[src/rtl/bus_arbiter_rr_if.sv]
// Grant/ack handshake bundle between the round-robin arbiter and the bus slave.
// The master modport is the arbiter side; the slave modport is the side that answers grants.
interface bus_arbiter_rr_if #(
  parameter int unsigned N_MASTERS = 4
) ();
  localparam int unsigned IDX_W = $clog2(N_MASTERS);

  logic [N_MASTERS-1:0] bus_req;
  logic                 bus_ack;
  logic [N_MASTERS-1:0] bus_grant;
  logic [IDX_W-1:0]     grant_idx;

  modport master (
    input  bus_req,
    input  bus_ack,
    output bus_grant,
    output grant_idx
  );

  modport slave (
    output bus_req,
    output bus_ack,
    input  bus_grant,
    input  grant_idx
  );
endinterface

[src/rtl/bus_arbiter_rr.sv]
// Round-robin bus arbiter with grant timeout, post-timeout recovery window and
// saturating completion/timeout counters. All outputs are registered.
module bus_arbiter_rr #(
  parameter int unsigned N_MASTERS      = 4,
  parameter int unsigned TIMEOUT        = 8,
  parameter int unsigned RECOVER_CYCLES = 4,
  parameter int unsigned CNT_W          = 16
) (
  input  logic             clk,
  input  logic             reset,
  bus_arbiter_rr_if.master bus,
  output logic             busy,
  output logic             timeout_err,
  output logic [CNT_W-1:0] done_count,
  output logic [CNT_W-1:0] timeout_count
);
  localparam int unsigned IDX_W    = $clog2(N_MASTERS);
  localparam int unsigned WAIT_MAX = (TIMEOUT > RECOVER_CYCLES) ? TIMEOUT : RECOVER_CYCLES;
  localparam int unsigned WAIT_W   = $clog2(WAIT_MAX);

  typedef enum logic [1:0] {
    IDLE    = 2'd0,
    GRANT   = 2'd1,
    RECOVER = 2'd2
  } state_t;

  state_t              state;
  logic [IDX_W-1:0]    ptr;
  logic [WAIT_W-1:0]   wait_cnt;
  logic [IDX_W-1:0]    sel;
  logic [IDX_W-1:0]    cand;
  logic                found;

  // First requesting master after the pointer, wrapping around.
  always_comb begin
    sel   = '0;
    cand  = '0;
    found = 1'b0;
    for (int unsigned k = 1; k <= N_MASTERS; k++) begin
      cand = IDX_W'((32'(ptr) + k) % N_MASTERS);
      if (!found && bus.bus_req[cand]) begin
        sel   = cand;
        found = 1'b1;
      end
    end
  end

  always_ff @(posedge clk or posedge reset) begin
    if (reset) begin
      state         <= IDLE;
      bus.bus_grant <= '0;
      bus.grant_idx <= '0;
      busy          <= 1'b0;
      timeout_err   <= 1'b0;
      done_count    <= '0;
      timeout_count <= '0;
      ptr           <= IDX_W'(N_MASTERS - 1);
      wait_cnt      <= '0;
    end else begin
      timeout_err <= 1'b0;
      case (state)
        IDLE: begin
          if (found) begin
            bus.bus_grant <= N_MASTERS'(1) << sel;
            bus.grant_idx <= sel;
            ptr           <= sel;
            busy          <= 1'b1;
            wait_cnt      <= '0;
            state         <= GRANT;
          end
        end
        GRANT: begin
          // Ack takes priority over a timeout landing in the same cycle.
          if (bus.bus_ack) begin
            bus.bus_grant <= '0;
            busy          <= 1'b0;
            if (done_count != '1) done_count <= done_count + CNT_W'(1);
            state         <= IDLE;
          end else if (wait_cnt == WAIT_W'(TIMEOUT - 1)) begin
            bus.bus_grant <= '0;
            busy          <= 1'b0;
            timeout_err   <= 1'b1;
            if (timeout_count != '1) timeout_count <= timeout_count + CNT_W'(1);
            wait_cnt      <= '0;
            state         <= RECOVER;
          end else begin
            wait_cnt <= wait_cnt + WAIT_W'(1);
          end
        end
        RECOVER: begin
          if (wait_cnt == WAIT_W'(RECOVER_CYCLES - 1)) begin
            wait_cnt <= '0;
            state    <= IDLE;
          end else begin
            wait_cnt <= wait_cnt + WAIT_W'(1);
          end
        end
        default: begin
          bus.bus_grant <= '0;
          busy          <= 1'b0;
          wait_cnt      <= '0;
          state         <= IDLE;
        end
      endcase
    end
  end
endmodule
[src/flat_wrapper.sv]
// flat-port wrapper written by rule: the top's interface ports become plain ports
module bus_arbiter_rr_flat 
#(
  parameter int unsigned N_MASTERS      = 4,
  parameter int unsigned TIMEOUT        = 8,
  parameter int unsigned RECOVER_CYCLES = 4,
  parameter int unsigned CNT_W          = 16
)
  (clk, reset, busy, timeout_err, done_count, timeout_count, bus_bus_req, bus_bus_ack, bus_bus_grant, bus_grant_idx);
  bus_arbiter_rr_if #(.N_MASTERS(N_MASTERS)) bus_i ();
  input  logic clk;
  input  logic reset;
  output logic busy;
  output logic timeout_err;
  output logic [CNT_W-1:0] done_count;
  output logic [CNT_W-1:0] timeout_count;
  input wire logic [$bits(bus_i.bus_req)-1:0] bus_bus_req;
  input wire logic [$bits(bus_i.bus_ack)-1:0] bus_bus_ack;
  output wire logic [$bits(bus_i.bus_grant)-1:0] bus_bus_grant;
  output wire logic [$bits(bus_i.grant_idx)-1:0] bus_grant_idx;
  assign bus_i.bus_req = bus_bus_req;
  assign bus_i.bus_ack = bus_bus_ack;
  assign bus_bus_grant = bus_i.bus_grant;
  assign bus_grant_idx = bus_i.grant_idx;
  bus_arbiter_rr #(.N_MASTERS(N_MASTERS), .TIMEOUT(TIMEOUT), .RECOVER_CYCLES(RECOVER_CYCLES), .CNT_W(CNT_W)) u_core (.clk(clk), .reset(reset), .bus(bus_i), .busy(busy), .timeout_err(timeout_err), .done_count(done_count), .timeout_count(timeout_count));
endmodule
[config.mk]
export PLATFORM = sky130hd
export DESIGN_NAME = bus_arbiter_rr_flat
export DESIGN_NICKNAME = d
export VERILOG_FILES = /design/src/rtl/bus_arbiter_rr_if.sv /design/src/rtl/bus_arbiter_rr.sv /design/src/flat_wrapper.sv
export SDC_FILE = /design/constraint.sdc
export NUM_CORES = 1
export LEC_CHECK = 0
export ABC_AREA = 1
export BUFFER_PORTS_ARGS = -buffer_cell sky130_fd_sc_hd__clkbuf_2
export CAP_MARGIN = 30
export CORE_ASPECT_RATIO = 0.6
export CORE_MARGIN = 5
export CORE_UTILIZATION = 55
export CTS_BUF_LIST = sky130_fd_sc_hd__clkbuf_16
export DETAILED_ROUTE_END_ITERATION = 8
export GPL_TIMING_DRIVEN = 0
export PLACE_DENSITY = 0.78
export SYNTH_ARGS = -nofsm -noshare
export SYNTH_HDL_FRONTEND = slang
export SYNTH_SLANG_ARGS = --single-unit
[constraint.sdc]
create_clock -name clk -period 1.75 [get_ports clk]
set_input_delay 0.35 -clock clk [delete_from_list [all_inputs] [get_ports clk]]
set_output_delay 0.35 -clock clk [all_outputs]
set_load 0.05 [all_outputs]
==> metrics.cfg, run 1 <==
[clock_network]
cts_sinks = 47
cts_tree = done
clock_latency_ns = 0.29
htree_levels = 2
cts_max_path_buffers = 2
numCtsBuffers = 5
clk_pin_slew_ns = 0.07
cts-root-buf = clkbuf_16

[worst_setup_path]
path_common_cell = nand2_1
critPathMaxFanout = 5
crit_slowest_cell = dfstp_2
cp_cell_sequence = buf_8 > nand2_1 > nand2_2 > nand2_1 > nand2_1 > nand2_2 > nand2_1 > nand2_1 > nand2_2 > nor2_2 > nand2_1 > nand2_1
cp.arrival_ns = 1.93
startpoint_type = flip-flop
critPathCaptureType = flip-flop
critical-path-max-stage-delay_ns = 0.58
required_ns = 1.92
r2r_slack_ns = -0.003
path_class = reg2reg

[placement]
gp_congestion = 0.873
place_inst = 460
dpl_cell_area_um2 = 3160
place_hpwl_mm = 4.58
dp_slack_ns = 0.00612
io_buffers = 46

[drt]
vias = 2472
drt-initial-drc-count = 179
drcViolationCount = 0
first_pass_iters = 4
wl_per_cell_um = 14.0
drtAntennaViolNets = 0
routed_wl_mm = 6.71
via_per_inst = 5.17

[timing]
tightestPinTransition_ns = 0.495
setup_viol = 1
rsz0062_at_grt = yes
hold_viol = 0
worst_slew_margin_rel_pct = 66.7
layout_setup_ws_ns = -0.00308
finalClockSkew_ns = 0.00876
fmax_mhz = 570
finalMaxSlewViolations = 0
finalCritPeriodShare_pct = 100
layout_min_cycle_time_ns = 1.75

[yosys]
synthTopCellsByArea = dfrtp_1 40%, nand2_1 15%, xor2_1 5.3%
yosysWarnings = 0
synthDistinctLibCells = 32
syn_area_per_cell_um2 = 8.12
synth_area_um2 = 2820
synth_largest_area_cell = dfrtp_1
synthDominantCellAreaShare_pct = 40.0
ys_seq_area_share_pct = 41.8
syn_nets = 363
syn_inst = 347
ys_ff_latch = 47

[layout]
drive_gt1_share_pct = 32.3
antenna_cells = 0
final_cells = 478
final_util_pct = 70.2
fill_cells = 405
final_cell_area_um2 = 3510
nNetsFinal = 427
area_growth_pct = 24.7

[global_routing]
grt_overflow_total = 0
grt_pass1_vias = 2161
grt_pass1_wl_mm = 10.2
grt_max_degree = 38
grt.total_usage_pct = 19.4
antenna_found_initial = 0

[die]
die_h_um = 65.4
io_pins = 47
rows = 20
die_w_um = 102
die-area_um2 = 6700
initial_core_util_pct = 56.3
core_area_um2 = 5000

[power_and_ir_drop]
p_leak_nw = 1.77
p_per_area_nw_per_um2 = 1480
peakVddDrop_uv = 1030
power.total_w = 0.00521

[run_status]
outcome = finished with violations
violations = negative setup slack

[hold_path]
min_path_type = in2reg

[job]
maxCapViolCount = 0

==> path summary, 6_finish.rpt <==
path | end | depth (start not counted) | from
max in group asynchronous | u_core.ptr[0]$_DFFE_PP1P_ | 4 | reset
hold reg to reg | u_core.busy$_DFFE_PP0P_ | 2 | u_core.busy$_DFFE_PP0P_
hold / removal | u_core.timeout_err$_DFF_PP0_ | 2 | bus_bus_ack
setup reg to reg | u_core.bus.bus_grant[2]$_DFFE_PP0P_ | 12 | u_core.ptr[0]$_DFFE_PP1P_
min in group asynchronous | u_core.timeout_count[1]$_DFFE_PP0P_ | 3 | reset
setup / recovery | u_core.bus.bus_grant[2]$_DFFE_PP0P_ | 12 | u_core.ptr[0]$_DFFE_PP1P_
==> layout by cell type (no fill, tap or decap), types with 2 or more instances in the layout <==
cell         n
ha_1         7
xnor2_1      9
buf_4        9
nor2_2       8
nor2_1      16
o21ai_1      3
nand2_4      8
nand3_1     21
nor3_2       3
dfrtp_2      4
dfstp_2      2
nand2_1    106
nand3_4      2
inv_2        6
inv_1       30
nand4_1      6
nand3_2      4
xor2_1      17
o21ai_0      8
nor2_4       4
nand2_2     15
clkbuf_16    6
dfrtp_1     41
clkbuf_2    46
nand3b_1     3
nor3_1       8
==> per-stage QoR <==
step | TNS [ns] | hold WS (ns)
after floorplan | 0 | 0.431
after global placement | -14.35 | 0.456
after detailed placement | 0 | 0.283
after CTS | 0 | 0.320
after global routing | -0.727 | 0.368
final | -0.00308 | 0.368
==> layout make-up <==
class                           count  area, um2  area share [%]
Buffer                              2       22.5           0.641
Clock buffer                        5        125            3.56
Clock inverter                      3       20.0           0.570
Inverter                           38        150            4.27
Multi-Input combinational cell    260       1590            45.1
Sequential cell                    47       1180            33.7
Tap cell                           66       82.6            2.35
Timing Repair Buffer               57        345            9.83
==> synthesized netlist by cell type, drive strengths merged <==
cell,n
nor4,1
inv,38
nand3b,3
nor2,29
ha,9
nand4,7
nor3,12
buf,2
xor2,17
o21ai,12
dfrtp,45
a31oi,1
a21oi,2
xnor2,9
o211ai,1
nand2,129
dfstp,2
or2,1
nand3,27
==> worst max-delay path: cells and delay by family (launching register included) <==
kind                   cells  cell delay [ns]
and+or+nand+nor           11             0.93
buffers and inverters      1             0.13
DFF                        1             0.58
==> cells by family after synthesis <==
logic type | share of synthesized area (%)
AO/OA/AOI/OAI | 3.64
XOR/XNOR | 8.08
adder cells (fa/ha/maj) | 4.00
buffers and inverters | 5.91
flip-flops | 41.8
AND/OR/NAND/NOR | 36.5
==> where the power goes <==
| group | internal, W | switching, W |
|---|---|---|
| Sequential | 0.00130 | 0.000197 |
| Combinational | 0.000880 | 0.00189 |
| Clock | 0.000527 | 0.000411 |
==> registers in the layout, indices dropped and copies added, names as in the netlist <==
name and count:
u_core.timeout_err 1, u_core.bus.grant_idx 2, u_core.wait_cnt 3, u_core.state 2
u_core.timeout_count 16, u_core.bus.bus_grant 4, u_core.busy 1, u_core.done_count 16
u_core.ptr 2
==> layer usage <==
metal	vias up	routed length [um]	track usage, %
met4	0	122	5.40
met1	1142	3210	29.9
li1	1231	-	-
met2	83	2980	27.6
met3	16	406	3.82
met5	-	0	0
==> what timing repair did <==
| action | 4_1_cts | 5_1_grt |
|---|---|---|
| resized for setup | 2 | 27 |
| pin swaps | 1 | 12 |
| endpoints found under the setup margin | 3 | 27 |
| cloned | 0 | 1 |
| hold endpoints to repair | 10 | 0 |
| buffers inserted | 0 | 8 |
| hold buffers | 1 | 0 |
No activity file was read; power rests on OpenSTA's default activity.
==> run 2, diff against run 1 <==
- GPL_TIMING_DRIVEN: 0 -> unset
==> metrics.cfg, run 2 (synthesis gave the netlist of run 1 again) <==
[run_status]
outcome = finished clean

[placement]
gp_congestion = 0.895  ; +2.6%
io_buffers = 46  ; unchanged
place_hpwl_mm = 4.69  ; +2.5%

[worst_setup_path]
critPathCaptureType = flip-flop
required_ns = 1.93  ; about the same
crit_slowest_cell = dfstp_2
startpoint_type = flip-flop
path_common_cell = nand2_1
critPathMaxFanout = 10  ; +5
cp_cell_sequence = buf_4 > inv_6 > nand2_1 > nand2_1 > nand2_2 > nand2_4 > nor2_8 > nand3_2 > nand3_2 > nor2_2 > nand2_1 > nand2_1
ff2ff_path_depth = 12  ; unchanged
cp.arrival_ns = 1.88  ; -0.05 ns
path_class = reg2reg
critical-path-max-stage-delay_ns = 0.54  ; -0.04 ns

[drt]
first_pass_iters = 5  ; +1
wl_per_cell_um = 12.9  ; -7.9%
via_per_inst = 4.98  ; -3.7%
drtAntennaViolNets = 0  ; unchanged
vias = 2370  ; -4.1%
drcViolationCount = 0  ; unchanged
drt-initial-drc-count = 126  ; -30%
routed_wl_mm = 6.16  ; -8.3%

[timing]
rsz0062_at_grt = yes
tightestPinTransition_ns = 0.392  ; -0.103 ns
setup_tns_ns = 0  ; +0.00308 ns
fmax_mhz = 589  ; +3.2%
worst_slew_margin_rel_pct = 73.6  ; +6.9 points
finalClockSkew_ns = 0.00416  ; -0.00459 ns
setup_viol = 0  ; -1
layout_min_cycle_time_ns = 1.70  ; -0.0540 ns
finalCritPeriodShare_pct = 97.1  ; -3.1 points
finalMaxSlewViolations = 0  ; unchanged
hold_viol = 0  ; unchanged

[global_routing]
grt_pass1_wl_mm = 10.3  ; +0.88%
grt_pass1_vias = 2234  ; +3.4%
grt_max_degree = 48  ; +26%
grt_overflow_total = 0  ; unchanged
antenna_found_initial = 0  ; unchanged
grt.total_usage_pct = 19.6  ; +0.20 points

[layout]
top_regs = u_core.done_count (16), u_core.timeout_count (16), u_core.bus.bus_grant (4)
nNetsFinal = 425  ; -0.47%
fill_cells = 426  ; +5.2%
final_cell_mix = 111 x nand2_1, 47 x clkbuf_2, 41 x dfrtp_1
area_growth_pct = 20.7
drive_gt1_share_pct = 30.2  ; -2.0 points
final_common_cell = nand2_1
antenna_cells = 0  ; unchanged

[die]
die_w_um = 102  ; unchanged
core_area_um2 = 5000  ; unchanged
die_h_um = 65.4  ; unchanged
initial_core_util_pct = 56.3  ; unchanged
rows = 20  ; unchanged
io_pins = 47  ; unchanged
die-area_um2 = 6700  ; unchanged

[clock_network]
cts_max_path_buffers = 2  ; unchanged
cts_tree = done
clk_pin_slew_ns = 0.06  ; about the same
numCtsBuffers = 5  ; unchanged
cts_sinks = 47  ; unchanged
clock_latency_ns = 0.29  ; about the same
cts-root-buf = clkbuf_16
ctsHoldBuffers = 0  ; -1
htree_levels = 2  ; unchanged

[power_and_ir_drop]
peakVddDrop_uv = 1020  ; -1.1%
internal_power_w = 0.00255  ; -6.0%
p_leak_nw = 1.75  ; -1.2%
p_per_area_nw_per_um2 = 1440  ; -3.0%
swShare_pct = 47.9  ; -0.098 points
combPwrFrac_pct = 51.2  ; -2.0 points
power.total_w = 0.00489  ; -6.1%
pwr-share-seq_pct = 30.4  ; +1.6 points
power_switching_w = 0.00234  ; -6.3%
p_clk_share_pct = 18.3  ; +0.3 points

[hold_path]
min_path_type = in2async

[job]
maxCapViolCount = 0  ; unchanged

[run 2: changes by cell type in the layout (fill, tap and decap cells not counted), sizes merged]
cell	delta
inv	+3
dlygate4sd3	-1
clkinv	-2
clkinvlp	-1
buf	-1
[run 2: path summary, 6_finish.rpt]
kind | start | endpoint | slack [ns]
max | u_core.ptr[0]$_DFFE_PP1P_ | u_core.bus.bus_grant[2]$_DFFE_PP0P_ | 0.05
min | reset | u_core.done_count[5]$_DFFE_PP0P_ | 0.08
max reg2reg | u_core.ptr[0]$_DFFE_PP1P_ | u_core.bus.bus_grant[2]$_DFFE_PP0P_ | 0.05
min reg2reg | u_core.busy$_DFFE_PP0P_ | u_core.busy$_DFFE_PP0P_ | 0.48
max in group asynchronous | reset | u_core.ptr[0]$_DFFE_PP1P_ | 1.40
min in group clk | bus_bus_ack | u_core.timeout_err$_DFF_PP0_ | 0.45
[run 2: final cells by class]
type	instances	area, um2	area share, %
Clock buffer	5	125	3.68
Clock inverter	3	11.3	0.331
Inverter	38	148	4.34
Multi-Input combinational cell	260	1520	44.8
Sequential cell	47	1180	34.8
Tap cell	66	82.6	2.43
Timing Repair Buffer	57	327	9.60
[run 2: power by group through the flow]
| stage | sequential, W | combinational [W] | clock (W) |
|---|---|---|---|
| 3_5_place_dp | 0.00153 | 0.00233 | 0 |
| 3_3_place_gp | 0.00152 | 0.00229 | 0 |
| 5_1_grt | 0.00151 | 0.00271 | 0.000952 |
| 4_1_cts | 0.00151 | 0.00235 | 0.000909 |
| 2_1_floorplan | 0.00191 | 0.00145 | 0 |
| 6_report | 0.00149 | 0.00250 | 0.000897 |
[run 2: routing by layer]
metal  global-route usage (%)  vias up  wire (um)
li1                         -     1229          -
met1                     29.2     1077       3200
met2                     28.8       57       2610
met3                     4.03        7        285
met4                     5.56        0         58
met5                        0        -          0
[run 2: what timing repair did]
action,4_1_cts,5_1_grt
endpoints found under the setup margin,0,21
gates resized for setup,0,15
endpoints found under the hold margin,0,0
setup buffers,0,3
[run 2: per-stage QoR]
step | setup slack, ns | std cells | instance area, um2 | util (%) | hold slack, ns
finish | 0.0509 | 476 | 3400 | 68.0 | 0.0843
CTS | 0.0447 | 473 | 3330 | 66.5 | 0.0928
global placement | 0.106 | 465 | 3190 | 63.7 | 0.385
global route | -0.0296 | 476 | 3400 | 68.0 | 0.104
detailed placement | 0.0578 | 465 | 3190 | 63.7 | 0.400
floorplan | 0.0483 | 347 | 2820 | - | 0.431
[run 2: critical path, delay by kind of cell (launching register included)]
family / cells / cell delay [ns]
AND/OR/NAND/NOR: 10 / 0.86
flip-flops: 1 / 0.54
buffers and inverters: 2 / 0.19
==> run 3, diff against run 2 <==
- SLEW_MARGIN: unset -> 20
- clock period: 1.75 -> 2.16 ns (I/O delays scaled with it)
==> metrics.cfg, run 3 (synthesis gave the netlist of run 1 again) <==
[run_status]
outcome = finished clean

[drt]
routed_wl_mm = 6.11  ; -0.83%
wl_per_cell_um = 13.1  ; +1.3%
drt-initial-drc-count = 137  ; +8.7%
drcViolationCount = 0  ; unchanged
vias = 2378  ; +0.34%
first_pass_iters = 4  ; -1
drtAntennaViolNets = 0  ; unchanged
via_per_inst = 5.10  ; +2.5%

[placement]
dpl_cell_area_um2 = 3130  ; -2.0%
io_buffers = 46  ; unchanged
gp_congestion = 0.903  ; +0.89%
place_hpwl_mm = 4.80  ; +2.4%

[worst_setup_path]
critPathMaxFanout = 13  ; +3
crit_slowest_cell = dfrtp_1
crit_end = u_core.timeout_count[11]$_DFFE_PP0P_
cp.arrival_ns = 2.03  ; +0.15 ns
r2r_slack_ns = 0.29  ; +0.24 ns
path_common_cell = inv_1
crit_start = u_core.state[1]$_DFFE_PP0P_
ff2ff_path_depth = 8  ; -4
critPathCaptureType = flip-flop
reg2reg_to = u_core.timeout_count[11]$_DFFE_PP0P_
crit_cells = 8  ; -4
r2r-start = u_core.state[1]$_DFFE_PP0P_
cp_cell_sequence = inv_1 > ha_1 > inv_1 > nor3_2 > nand2_2 > nor2_1 > nand2_1 > xor2_1
path_buf_inv = 2  ; unchanged
critical-path-max-stage-delay_ns = 0.40  ; -0.14 ns
path_class = reg2reg
required_ns = 2.33  ; +0.40 ns
startpoint_type = flip-flop
path_delay_family = simple AND/OR/NAND/NOR gates

[timing]
fmax_mhz = 536  ; -8.9%
setup_tns_ns = 0  ; unchanged
finalClockSkew_ns = 0.00443  ; +0.000264 ns
finalMaxSlewViolations = 0  ; unchanged
setup_viol = 0  ; unchanged
hold_viol = 0  ; unchanged
rsz0062_at_grt = no
worst_slew_margin_rel_pct = 67.7  ; -5.9 points
tightestPinTransition_ns = 0.484  ; +0.0913 ns
layout_min_cycle_time_ns = 1.87  ; +0.167 ns
finalCritPeriodShare_pct = 86.4  ; -11 points

[clock_network]
ctsResizeCount = 0  ; unchanged
htree_levels = 2  ; unchanged
cts_sinks = 47  ; unchanged
cts-root-buf = clkbuf_16
numCtsBuffers = 5  ; unchanged
clk_pin_slew_ns = 0.06  ; about the same
cts_setup_buffers = 0  ; unchanged
cts_tree = done
clock_latency_ns = 0.28  ; about the same
ctsHoldBuffers = 0  ; unchanged
cts_max_path_buffers = 2  ; unchanged

[layout]
final_util_pct = 65.6  ; -2.3 points
final_cell_mix = 113 x nand2_1, 46 x clkbuf_2, 45 x dfrtp_1
drive_gt1_share_pct = 26.0  ; -4.2 points
nNetsFinal = 416  ; -2.1%
final_common_cell = nand2_1
area_growth_pct = 16.6
fill_cells = 431  ; +1.2%
final_cell_area_um2 = 3290  ; -3.4%
antenna_cells = 0  ; unchanged
top_regs = u_core.done_count (16), u_core.timeout_count (16), u_core.bus.bus_grant (4)

[global_routing]
grt_overflow_total = 0  ; unchanged
grt.total_usage_pct = 19.4  ; -0.18 points
antenna_found_initial = 0  ; unchanged
grt_pass1_vias = 2185  ; -2.2%
grt_pass1_wl_mm = 10.2  ; -1.1%
grt_max_degree = 25  ; -48%

[die]
die_h_um = 65.4  ; unchanged
rows = 20  ; unchanged
initial_core_util_pct = 56.3  ; unchanged
die_w_um = 102  ; unchanged
core_area_um2 = 5000  ; unchanged
die-area_um2 = 6700  ; unchanged
io_pins = 47  ; unchanged

[power_and_ir_drop]
peakVddDrop_uv = 944  ; -7.1%
p_per_area_nw_per_um2 = 1200  ; -16%
p_leak_nw = 1.70  ; -2.7%

[job]
maxCapViolCount = 0  ; unchanged

[hold_path]
min_path_type = in2async

-- run 3: power by group --
| group | switching (W) | internal, W | leakage, nW |
|---|---|---|---|
| Clock | 0.000304 | 0.000535 | 0.0811 |
| Sequential | 0.000169 | 0.00105 | 0.602 |
| Combinational | 0.00137 | 0.000516 | 1.02 |
| Total | 0.00185 | 0.00210 | 1.70 |
-- run 3: metrics by stage --
step                      setup WS (ns)  hold WS [ns]  total power (W)  std cells
after floorplan                   0.326         0.463          0.00272        347
after global placement            0.368         0.463          0.00305        459
after detailed placement          0.308         0.465          0.00311        459
after CTS                         0.295         0.174          0.00396        466
after global routing             0.0890         0.193          0.00422        466
final                             0.294         0.149          0.00395        466
-- run 3: final cells by class --
class / count / area, um2 / area share [%]
clock buffer: 5 / 125 / 3.81
clock inverter: 2 / 33.8 / 1.03
inverter: 38 / 148 / 4.49
multi-input combinational: 260 / 1470 / 44.8
sequential: 47 / 1180 / 35.9
tap: 66 / 82.6 / 2.51
timing repair buffer: 48 / 245 / 7.46
-- run 3: worst min-delay path by stage --
| stage | startpoint | to | slack, ns |
|---|---|---|---|
| finish | reset | u_core.timeout_count[0]$_DFFE_PP0P_ | 0.15 |
| global route | reset | u_core.timeout_count[1]$_DFFE_PP0P_ | 0.19 |
| CTS | reset | u_core.timeout_count[0]$_DFFE_PP0P_ | 0.17 |
| detailed placement | reset | u_core.timeout_count[0]$_DFFE_PP0P_ | 0.47 |
| global placement | u_core.busy$_DFFE_PP0P_ | u_core.busy$_DFFE_PP0P_ | 0.46 |
| floorplan | u_core.wait_cnt[1]$_DFFE_PP0P_ | u_core.wait_cnt[1]$_DFFE_PP0P_ | 0.46 |
-- run 3: worst register-to-register path: cells and delay by family (launching register included) --
kind,cells,cell delay [ns]
xor+xnor,1,0.15
fa+ha+maj,1,0.24
buf+inv,2,0.20
flops,1,0.40
simple gates,4,0.76
-- run 3: per-layer routing --
metal | up-vias | wire, um | GRT usage (%)
met3 | 4 | 328 | 4.67
met5 | - | 0 | 0
met1 | 1108 | 3050 | 29.3
li1 | 1206 | - | -
met4 | 0 | 26 | 3.11
met2 | 60 | 2700 | 28.9
